File: src/rtl/channel_ctrl_pkg.sv
// -----------------------------------------------------------------------------
// channel_ctrl_pkg
// Shared types and constants for the LArPix per-channel sequencer.
//   state_t      : sequencer states
//   MISSED_MAX   : saturation value of the missed-hit counter
//   rearm_last() : last count index of the CSA reset window (0 is treated as 1)
// -----------------------------------------------------------------------------
package channel_ctrl_pkg;

    typedef enum logic [2:0] {
        RESET,
        ARMED,
        HOLD,
        SAMPLE,
        CONVERT,
        STORE
    } state_t;

    localparam logic [7:0] MISSED_MAX = 8'hFF;

    // The reset window lasts max(reset_cycles, 1) cycles; the counter starts
    // at 0 on entry, so the window ends when it reaches this value.
    function automatic logic [7:0] rearm_last(input logic [7:0] reset_cycles);
        return (reset_cycles == 8'd0) ? 8'd0 : reset_cycles - 8'd1;
    endfunction

endpackage

File: src/rtl/sync_edge.sv
// -----------------------------------------------------------------------------
// sync_edge
// Two-flop synchroniser for an asynchronous level, plus a one-cycle pulse on
// its synchronised rising edge.
//   clk       in  system clock
//   reset_n   in  synchronous active-low reset
//   async_in  in  asynchronous input level
//   level     out synchronised level (2 cycles after async_in)
//   rise      out one-cycle pulse on the rising edge of level
// -----------------------------------------------------------------------------
module sync_edge (
    input  logic clk,
    input  logic reset_n,
    input  logic async_in,
    output logic level,
    output logic rise
);

    // sr[0], sr[1]: synchroniser stages; sr[2]: previous value of sr[1].
    logic [2:0] sr;

    always_ff @(posedge clk) begin
        if (!reset_n) begin
            sr <= '0;
        end else begin
            sr <= {sr[1:0], async_in};
        end
    end

    assign level = sr[1];
    assign rise  = sr[1] & ~sr[2];

endmodule

File: src/rtl/channel_ctrl.sv
// -----------------------------------------------------------------------------
// channel_ctrl
// Per-channel sequencer for the LArPix analog channel (CSA, discriminator,
// SAR ADC): arms the CSA, waits for a hit, holds, pulses the ADC sample,
// waits for conversion done and hands code + timestamp to the event builder
// through a one-deep valid/ready buffer, then re-arms the CSA.
//
// Optional feature: define CHANNEL_CTRL_TIMEOUT_EN to bound the wait for
// done to TIMEOUT_CYCLES; on expiry timeout_err is set (sticky) and an
// all-ones code is emitted. Without it timeout_err is tied to 0.
//
// Ports
//   clk, reset_n          clock, synchronous active-low reset
//   hit, done             asynchronous discriminator / ADC-done inputs
//   dout                  ADC code, stable while done is high
//   enable                channel enable
//   hold_delay            cycles from hit detect to sample (0 = next cycle)
//   reset_cycles          csa_reset width per re-arm (0 treated as 1)
//   csa_reset, sample     strobes to the analog channel
//   data_valid/ready      output handshake
//   data_word, data_ts    captured ADC code and hit-detect timestamp
//   missed_hits           saturating count of hits seen outside ARMED
//   timeout_err           sticky conversion timeout flag
// -----------------------------------------------------------------------------
module channel_ctrl
    import channel_ctrl_pkg::*;
#(
    parameter int ADCBITS        = 10,
    parameter int TS_BITS        = 24,
    parameter int SAMPLE_CYCLES  = 2,
    parameter int TIMEOUT_CYCLES = 64
) (
    input  logic               clk,
    input  logic               reset_n,
    input  logic               hit,
    input  logic               done,
    input  logic [ADCBITS-1:0] dout,
    input  logic               enable,
    input  logic [7:0]         hold_delay,
    input  logic [7:0]         reset_cycles,
    output logic               csa_reset,
    output logic               sample,
    output logic               data_valid,
    input  logic               data_ready,
    output logic [ADCBITS-1:0] data_word,
    output logic [TS_BITS-1:0] data_ts,
    output logic [7:0]         missed_hits,
    output logic               timeout_err
);

    state_t               state, state_n;
    logic [7:0]           cnt, cnt_n;
    logic [TS_BITS-1:0]   ts;
    logic [TS_BITS-1:0]   ts_latch;
    logic [ADCBITS-1:0]   cap_word;
    logic                 hit_s, hit_rise, done_s, done_rise;
    logic                 latch_ts, cap_load, store_load, missed_inc;

    sync_edge u_hit_sync (
        .clk      (clk),
        .reset_n  (reset_n),
        .async_in (hit),
        .level    (hit_s),
        .rise     (hit_rise)
    );

    sync_edge u_done_sync (
        .clk      (clk),
        .reset_n  (reset_n),
        .async_in (done),
        .level    (done_s),
        .rise     (done_rise)
    );

    // Only the hit edge and the done level are used.
    logic unused_sync_bits;
    assign unused_sync_bits = hit_s ^ done_rise;

`ifdef CHANNEL_CTRL_TIMEOUT_EN
    localparam int               TMO_W    = $clog2(TIMEOUT_CYCLES + 1);
    localparam logic [TMO_W-1:0] TMO_LAST = TMO_W'(TIMEOUT_CYCLES - 1);

    logic [TMO_W-1:0] tmo_cnt;
    logic             tmo_fire;
    logic             timeout_q;

    always_ff @(posedge clk) begin
        if (!reset_n) begin
            tmo_cnt   <= '0;
            timeout_q <= 1'b0;
        end else begin
            // Counter is held at zero outside CONVERT so each wait starts fresh.
            tmo_cnt <= (state == CONVERT) ? tmo_cnt + TMO_W'(1) : '0;
            if (tmo_fire) begin
                timeout_q <= 1'b1;
            end
        end
    end

    assign timeout_err = timeout_q;
`else
    // Keeps the parameter list identical in both builds.
    localparam int unused_timeout_cycles = TIMEOUT_CYCLES;
    assign timeout_err = 1'b0;
`endif

    assign missed_inc = hit_rise && (state != ARMED);
    assign csa_reset  = (state == RESET);
    assign sample     = (state == SAMPLE);

    always_comb begin
        // NOTE: every combinational output is given a default before the case
        // so no path leaves it unassigned and no latch is inferred.
        state_n    = state;
        cnt_n      = cnt;
        latch_ts   = 1'b0;
        cap_load   = 1'b0;
        store_load = 1'b0;
`ifdef CHANNEL_CTRL_TIMEOUT_EN
        tmo_fire   = 1'b0;
`endif
        case (state)
            RESET: begin
                if (cnt >= rearm_last(reset_cycles)) begin
                    if (enable) begin
                        state_n = ARMED;
                    end
                end else begin
                    cnt_n = cnt + 8'd1;
                end
            end
            ARMED: begin
                // Enable dropping takes priority: a coincident hit is ignored.
                if (!enable) begin
                    state_n = RESET;
                    cnt_n   = '0;
                end else if (hit_rise) begin
                    state_n  = HOLD;
                    cnt_n    = hold_delay;
                    latch_ts = 1'b1;
                end
            end
            HOLD: begin
                if (cnt == 8'd0) begin
                    state_n = SAMPLE;
                    cnt_n   = 8'(SAMPLE_CYCLES - 1);
                end else begin
                    cnt_n = cnt - 8'd1;
                end
            end
            SAMPLE: begin
                if (cnt == 8'd0) begin
                    state_n = CONVERT;
                end else begin
                    cnt_n = cnt - 8'd1;
                end
            end
            CONVERT: begin
                if (done_s) begin
                    cap_load = 1'b1;
                    state_n  = STORE;
                end
`ifdef CHANNEL_CTRL_TIMEOUT_EN
                else if (tmo_cnt == TMO_LAST) begin
                    tmo_fire = 1'b1;
                    state_n  = STORE;
                end
`endif
            end
            STORE: begin
                // The buffer can take a new word when empty or when the
                // current word leaves this very cycle.
                if (!data_valid || data_ready) begin
                    store_load = 1'b1;
                    state_n    = RESET;
                    cnt_n      = '0;
                end
            end
            default: begin
                state_n = RESET;
                cnt_n   = '0;
            end
        endcase
    end

    always_ff @(posedge clk) begin
        if (!reset_n) begin
            state       <= RESET;
            cnt         <= '0;
            ts          <= '0;
            ts_latch    <= '0;
            cap_word    <= '0;
            data_valid  <= 1'b0;
            data_word   <= '0;
            data_ts     <= '0;
            missed_hits <= '0;
        end else begin
            // NOTE: sequential state uses non-blocking assignments so every
            // register samples pre-edge values regardless of statement order.
            state <= state_n;
            cnt   <= cnt_n;
            ts    <= ts + TS_BITS'(1);

            if (latch_ts) begin
                ts_latch <= ts;
            end

            if (cap_load) begin
                cap_word <= dout;
            end
`ifdef CHANNEL_CTRL_TIMEOUT_EN
            else if (tmo_fire) begin
                cap_word <= '1;
            end
`endif

            if (store_load) begin
                data_word  <= cap_word;
                data_ts    <= ts_latch;
                data_valid <= 1'b1;
            end else if (data_valid && data_ready) begin
                data_valid <= 1'b0;
            end

            if (missed_inc && (missed_hits != MISSED_MAX)) begin
                missed_hits <= missed_hits + 8'd1;
            end
        end
    end

endmodule
File: config.mk
export PLATFORM = sky130hd
export DESIGN_NAME = channel_ctrl
export DESIGN_NICKNAME = d
export VERILOG_FILES = /design/src/rtl/channel_ctrl_pkg.sv /design/src/rtl/sync_edge.sv /design/src/rtl/channel_ctrl.sv
export SDC_FILE = /design/constraint.sdc
export NUM_CORES = 1
export LEC_CHECK = 0
export BUFFER_PORTS_ARGS = -buffer_cell sky130_fd_sc_hd__buf_2
export CAP_MARGIN = 0
export CELL_PAD_IN_SITES_DETAIL_PLACEMENT = 1
export CELL_PAD_IN_SITES_GLOBAL_PLACEMENT = 1
export CORE_MARGIN = 2
export CORE_UTILIZATION = 38
export DETAILED_ROUTE_END_ITERATION = 10
export HOLD_SLACK_MARGIN = 0.1
export PLACE_DENSITY = 0.73
export SLEW_MARGIN = 20
export SYNTH_ARGS = -nofsm -noshare
export SYNTH_HDL_FRONTEND = slang
export SYNTH_HIERARCHICAL = 1
export SYNTH_SLANG_ARGS = --single-unit
File: constraint.sdc
create_clock -name clk -period 2.7 [get_ports clk]
set_input_delay 0.27 -clock clk [delete_from_list [all_inputs] [get_ports clk]]
set_output_delay 0.27 -clock clk [all_outputs]
set_load 0.02 [all_outputs]
==> flow_summary_export.csv, run 1 <==
group,metric,value,unit
outcome,status,"finished, final reports clean",
grt,overflow,0,
placement,port-buffer-count,76,
final_layout,area_delta_synth_final,24.8,%
setup_path,critical_path_peak_fanout,8,
route,final_antenna_net_count,0,
sta,fmax,389,MHz
setup_path,timing.rr.start,"cnt[0]$_SDFFE_PN0P_",
cts,cts_tree,"yes",
placement,dp_slack,-297,ps
power_and_ir_drop,p_leak,0.00244,uW
hold_path,holdPathEnd,"cap_word[8]$_SDFFE_PN0P_",
route,drt_iter0_drc,251,
setup_path,crit_family,"compound AO/OA/AOI/OAI gates",
setup_path,cp-startpoint,"reset_cycles[1]",
route,drcViolationCount,0,
cts,postCtsSetupBuffers,0,
grt,grt_max_degree,56,
final_layout,nets,761,
cts,h-tree-depth,4,
grt,track_usage,20.2,%
sta,fin_crit,2570,ps
sta,finalSetupViolations,0,
hold_path,hp-start,"dout[8]",
route,vias,4651,
setup_path,reg2reg_slack,400,ps
sta,worstMarginPinSlew,508,ps
grt,antenna_found_initial,0,
setup_path,crit_cells,13,
setup_path,cp-end-kind,"register",
cts,clkTransAtPathRegs,50,ps
grt,globalRouteMet3Util,4.10,%
yosys,synth_area_per_cell,8.13,um^2
floorplanning,die_h,120,um
cts,clockBufferDepth,2,
setup_path,rr_endpoint,"cnt[3]$_SDFFE_PN0P_",
hold_path,worst_hold_path_type,"input pin to register",
route,via_per_inst,5.16,
final_layout,num_antenna_cells,0,
placement,globalplace.congestion,0.838,
setup_path,slowest_delay,400,ps
setup_path,worstPathArrival,2900,ps
setup_path,crit_required,3030,ps
final_layout,fin_area,6430,um^2
route,drt-pass1-iter-count,5,
route,totalWireLength,14000,um
placement,postPlaceCellArea,5770,um^2
floorplanning,coreArea,13200,um^2
sta,period_share,95.2,%
grt,groute.layer.met1.usage,27.3,%
yosys,yosysWarnings,6,
power_and_ir_drop,cellPowerDensity,673,nW/um^2
final_layout,register_area,2340,um^2
yosys,synthesis.nets,680,
cts,clk-insertion-delay-late,410,ps
floorplanning,fp.dieW,120,um
hold_path,hold_depth,3,
floorplanning,rows,42,
cts,cts-resized-gates,0,
final_layout,final_cell_mix,"nand2_1 (165), dfxtp_1 (117), a21oi_1 (81)",
final_layout,fillers,1629,
yosys,syn_inst,634,
placement,hpwl,9530,um
sta,slew_viol_final,0,
final_layout,multi_input_area,2680,um^2
power_and_ir_drop,ir_drop,0.000414,V
setup_path,reg2reg_depth,7,
grt,grtUsageMet2,32.2,%
setup_path,cp_cell_sequence,"buf_2, inv_1, ha_2, nor2b_4, nand3b_1, or3_4, and2_4, ha_1, nand2b_4, a2111oi_4, o31ai_4, a211o_4, o22ai_1",
setup_path,path_buf_inv,2,
setup_path,crit_type,"input pin to register",
final_layout,mostFrequentLayoutCell,"nand2_1",
sta,max_slew_margin,66.0,%
route,wire_per_inst,15.5,um
setup_path,start_kind,"input pin",
setup_path,crit_slowest_cell,"a211o_4",
final_layout,drive_above_1_share,18.6,%
sta,hold_viol_final,0,
cts,cts_root_buf,"clkbuf_16",
yosys,syn_area,5160,um^2
grt,grt_pass1_wl,23500,um
sta,fin_hold_ws,126,ps
floorplanning,dieArea,14500,um^2
grt,grt.busiest_layer,"met2",
grt,grt_pass1_vias,4734,
sta,finalClockSkew,12.9,ps
flow_run,maxCapViolCount,0,
sta,layout_setup_ws,129,ps
cts,cts_sinks,117,
floorplanning,ioPinCount,78,
cts,cts_buffers,17,
sta,grt_setup_unrepaired,"true",
floorplanning,initial_core_util,38.9,%
## worst min-delay path, stage by stage
cell	delay [ps]
buf_2	100
nand2_1	60
a21oi_1	60
## metal layers
metal  wire (um)  share of wire [%]  vias to the layer above
li1            -                  -                     2323
met1        6850                 49                     2215
met2        6460                 46                       99
met3         543                3.9                       14
met4         150                1.1                        0
met5           0                  0                        -
## sequential cells by signal (all words and copies together), names as in the netlist
| signal | flops |
|---|---|
| cnt | 8 |
| data_valid | 1 |
| data_word | 10 |
| u_done_sync/sr | 2 |
| data_ts | 24 |
| ts_latch | 24 |
| ts | 24 |
| state | 3 |
| u_hit_sync/sr | 3 |
| missed_hits | 8 |
| cap_word | 10 |
## how the worst max path moves through the flow
stage | end | slack [ps]
final | cnt[3]$_SDFFE_PN0P_ | 130
after floorplan | cnt[5]$_SDFFE_PN0P_ | 2
after global routing | cnt[6]$_SDFFE_PN0P_ | -0.4
after detailed placement | cnt[3]$_SDFFE_PN0P_ | -300
after global placement | cnt[5]$_SDFFE_PN0P_ | -140
after CTS | cnt[3]$_SDFFE_PN0P_ | 140
## power by group
group | leakage, uW | switching [uW] | internal [uW]
registers | 0.000944 | 41.5 | 1750
logic | 0.00122 | 184 | 155
clock network | 0.000279 | 762 | 1440
total | 0.00244 | 988 | 3340
## repair_timing
action	in CTS	in global routing
endpoints found under the hold margin	8	0
hold buffers	8	0
endpoints found under the setup margin	0	1
## per-stage QoR
stage / util (%) / std cells / TNS (ps) / power (uW)
2_1_floorplan: - / 634 / 0 / 2050
3_3_place_gp: 43.6 / 864 / -1010 / 2140
3_5_place_dp: 43.6 / 864 / -2090 / 2150
4_1_cts: 48.6 / 901 / 0 / 4380
5_1_grt: 48.6 / 901 / -0.399 / 4500
6_report: 48.6 / 901 / 0 / 4330
## final cells by class
| class | count | area share [%] |
|---|---|---|
| multi-input combinational | 472 | 41.7 |
| timing repair buffer | 96 | 8.75 |
| sequential | 117 | 36.4 |
| clock inverter | 8 | 1.58 |
| clock buffer | 21 | 7.47 |
| tap | 176 | 3.42 |
| inverter | 11 | 0.642 |
Note: power is estimated with default switching activity, not from simulation.
==> run 2, diff against run 1 <==
- SETUP_SLACK_MARGIN: unset -> 0.5
==> run 2 against run 1 <==
Net effect:
- sequential power about the same
- wire length decreased by 1.2%
- count of clock-buffer cells in the layout decreased by 2
- clock skew decreased by 4.1 ps
- global-route usage decreased by 0.22 points
- utilization increased by 1.1 points
- critical path depth unchanged
- highest routed layer unchanged
- largest power group unchanged
- sequential share of layout area decreased by 0.82 points
- hold slack about the same
- sequential cell count unchanged
- worst setup slack improved by 170 ps
- final area increased by 2.3%
==> flow_summary_export.csv, run 2 (synthesized netlist as in run 1, its figures left out) <==
group,metric,value,unit
outcome,status,"finished, final reports clean",
cts,clkTransAtPathRegs,50,ps
route,drt-pass1-iter-count,5,
power_and_ir_drop,p_total,4270,uW
flow_run,maxCapViolCount,0,
placement,globalplace.congestion,0.877,
floorplanning,dieArea,14500,um^2
final_layout,nets,770,
grt,track_usage,20.0,%
placement,port-buffer-count,76,
sta,max_slew_margin,52.9,%
floorplanning,coreArea,13200,um^2
cts,cts_root_buf,"clkbuf_16",
setup_path,cp-end-kind,"register",
grt,globalRouteMet3Util,3.63,%
floorplanning,rows,42,
cts,cts_tree,"yes",
power_and_ir_drop,cellPowerDensity,649,nW/um^2
route,via_per_inst,5.22,
grt,grt.busiest_layer,"met2",
grt,grtUsageMet2,32.4,%
final_layout,fillers,1606,
placement,hpwl,9430,um
floorplanning,fp.dieW,120,um
floorplanning,die_h,120,um
grt,antenna_found_initial,0,
cts,h-tree-depth,4,
floorplanning,initial_core_util,38.9,%
hold_path,hp-start,"dout[6]",
setup_path,start_kind,"input pin",
cts,clockBufferDepth,2,
cts,cts_buffers,17,
final_layout,final_cell_mix,"nand2_1 (165), dfxtp_1 (117), a21oi_1 (80)",
sta,slew_viol_final,0,
setup_path,cp-startpoint,"reset_cycles[0]",
sta,grt_setup_unrepaired,"true",
final_layout,reg.largest.list,"data_ts: 24 flops, ts: 24 flops, ts_latch: 24 flops",
route,drt_iter0_drc,259,
final_layout,mostFrequentLayoutCell,"nand2_1",
final_layout,drive_above_1_share,20.9,%
final_layout,num_antenna_cells,0,
sta,fin_crit,2400,ps
route,drcViolationCount,0,
sta,hold_viol_final,0,
power_and_ir_drop,ir_drop,0.000351,V
grt,grt_pass1_wl,23300,um
sta,worstMarginPinSlew,705,ps
cts,cts_sinks,117,
final_layout,area_delta_synth_final,27.6,%
power_and_ir_drop,p_leak,0.00249,uW
setup_path,timing.rr.start,"cnt[0]$_SDFFE_PN0P_",
hold_path,worst_hold_path_type,"input pin to register",
route,final_antenna_net_count,0,
grt,overflow,0,
grt,groute.layer.met1.usage,26.3,%
grt,grt_max_degree,45,
final_layout,utilization,49.7,%
setup_path,crit_required,3030,ps
setup_path,crit_type,"input pin to register",
sta,period_share,89.1,%
route,wire_per_inst,15.2,um
setup_path,worstPathArrival,2740,ps
route,totalWireLength,13800,um
final_layout,fin_area,6580,um^2
sta,fmax,416,MHz
setup_path,critical_path_peak_fanout,8,
route,vias,4768,
grt,grt_pass1_vias,4793,
sta,finalClockSkew,8.75,ps
floorplanning,ioPinCount,78,
cts,clk-insertion-delay-late,420,ps
placement,postPlaceCellArea,5810,um^2
sta,finalSetupViolations,0,
## run 2: cell count changes in the layout (fill, tap and decap cells not counted), moves of 3 or more
cell / previous run / this run
clkinv_4: 1 / 4
o22ai_2: 0 / 3
buf_4: 11 / 19
clkbuf_8: 4 / 1
inv_6: 0 / 3
o22ai_1: 7 / 4
## run 2: area by class of cell
cell class	count	area [um^2]	area share, %
Timing Repair Buffer	105	649	9.87
Clock buffer	19	443	6.73
Tap cell	176	220	3.35
Inverter	11	61.3	0.932
Sequential cell	117	2340	35.6
Clock inverter	13	126	1.92
Multi-Input combinational cell	472	2740	41.6
## run 2: where the power goes
part	total [uW]	internal (uW)	switching (uW)
registers	1780	1750	37.7
logic	365	171	194
clock network	2120	1300	827
total	4270	3220	1060
## run 2: path summary, 6_finish.rpt
| kind | to | slack (ps) | cells after the start |
|---|---|---|---|
| setup / recovery | cnt[3]$_SDFFE_PN0P_ | 300 | 13 |
| hold / removal | cap_word[6]$_SDFFE_PN0P_ | 130 | 3 |
| setup reg to reg | cnt[3]$_SDFFE_PN0P_ | 490 | 7 |
| hold reg to reg | u_done_sync/sr[1]$_SDFF_PN0_ | 430 | 1 |
## run 2: repair_timing
action,4_1_cts,5_1_grt
hold buffers,9,0
pin swaps,10,4
setup endpoints to repair,9,11
endpoints found under the hold margin,9,0
buffers inserted,5,3
gates resized for setup,12,1
## run 2: critical path, cell delays in order
cell	delay (ps)
buf_8	110
inv_8	40
ha_4	120
nor2b_4	130
nand3b_1	120
or3_4	360
and2_4	170
ha_4	200
nand2b_4	140
a2111oi_4	330
o31ai_4	170
a211o_4	400
o22ai_2	180
## run 2: metal layers
metal / share of wire [%] / wire length [um] / vias up
met5: 0 / 0 / -
met4: 1.5 / 201 / 0
li1: - / - / 2349
met3: 3.4 / 467 / 16
met2: 46 / 6400 / 98
met1: 49 / 6760 / 2305
## run 2: stage by stage
step,worst slack [ps],std cells,hold WS (ps),setup TNS (ps)
after detailed placement,-181,864,428,-1260
after floorplan,122,634,392,0
after CTS,287,910,105,0
after global routing,202,913,122,0
after global placement,-82.1,864,416,-525
final,295,913,126,0
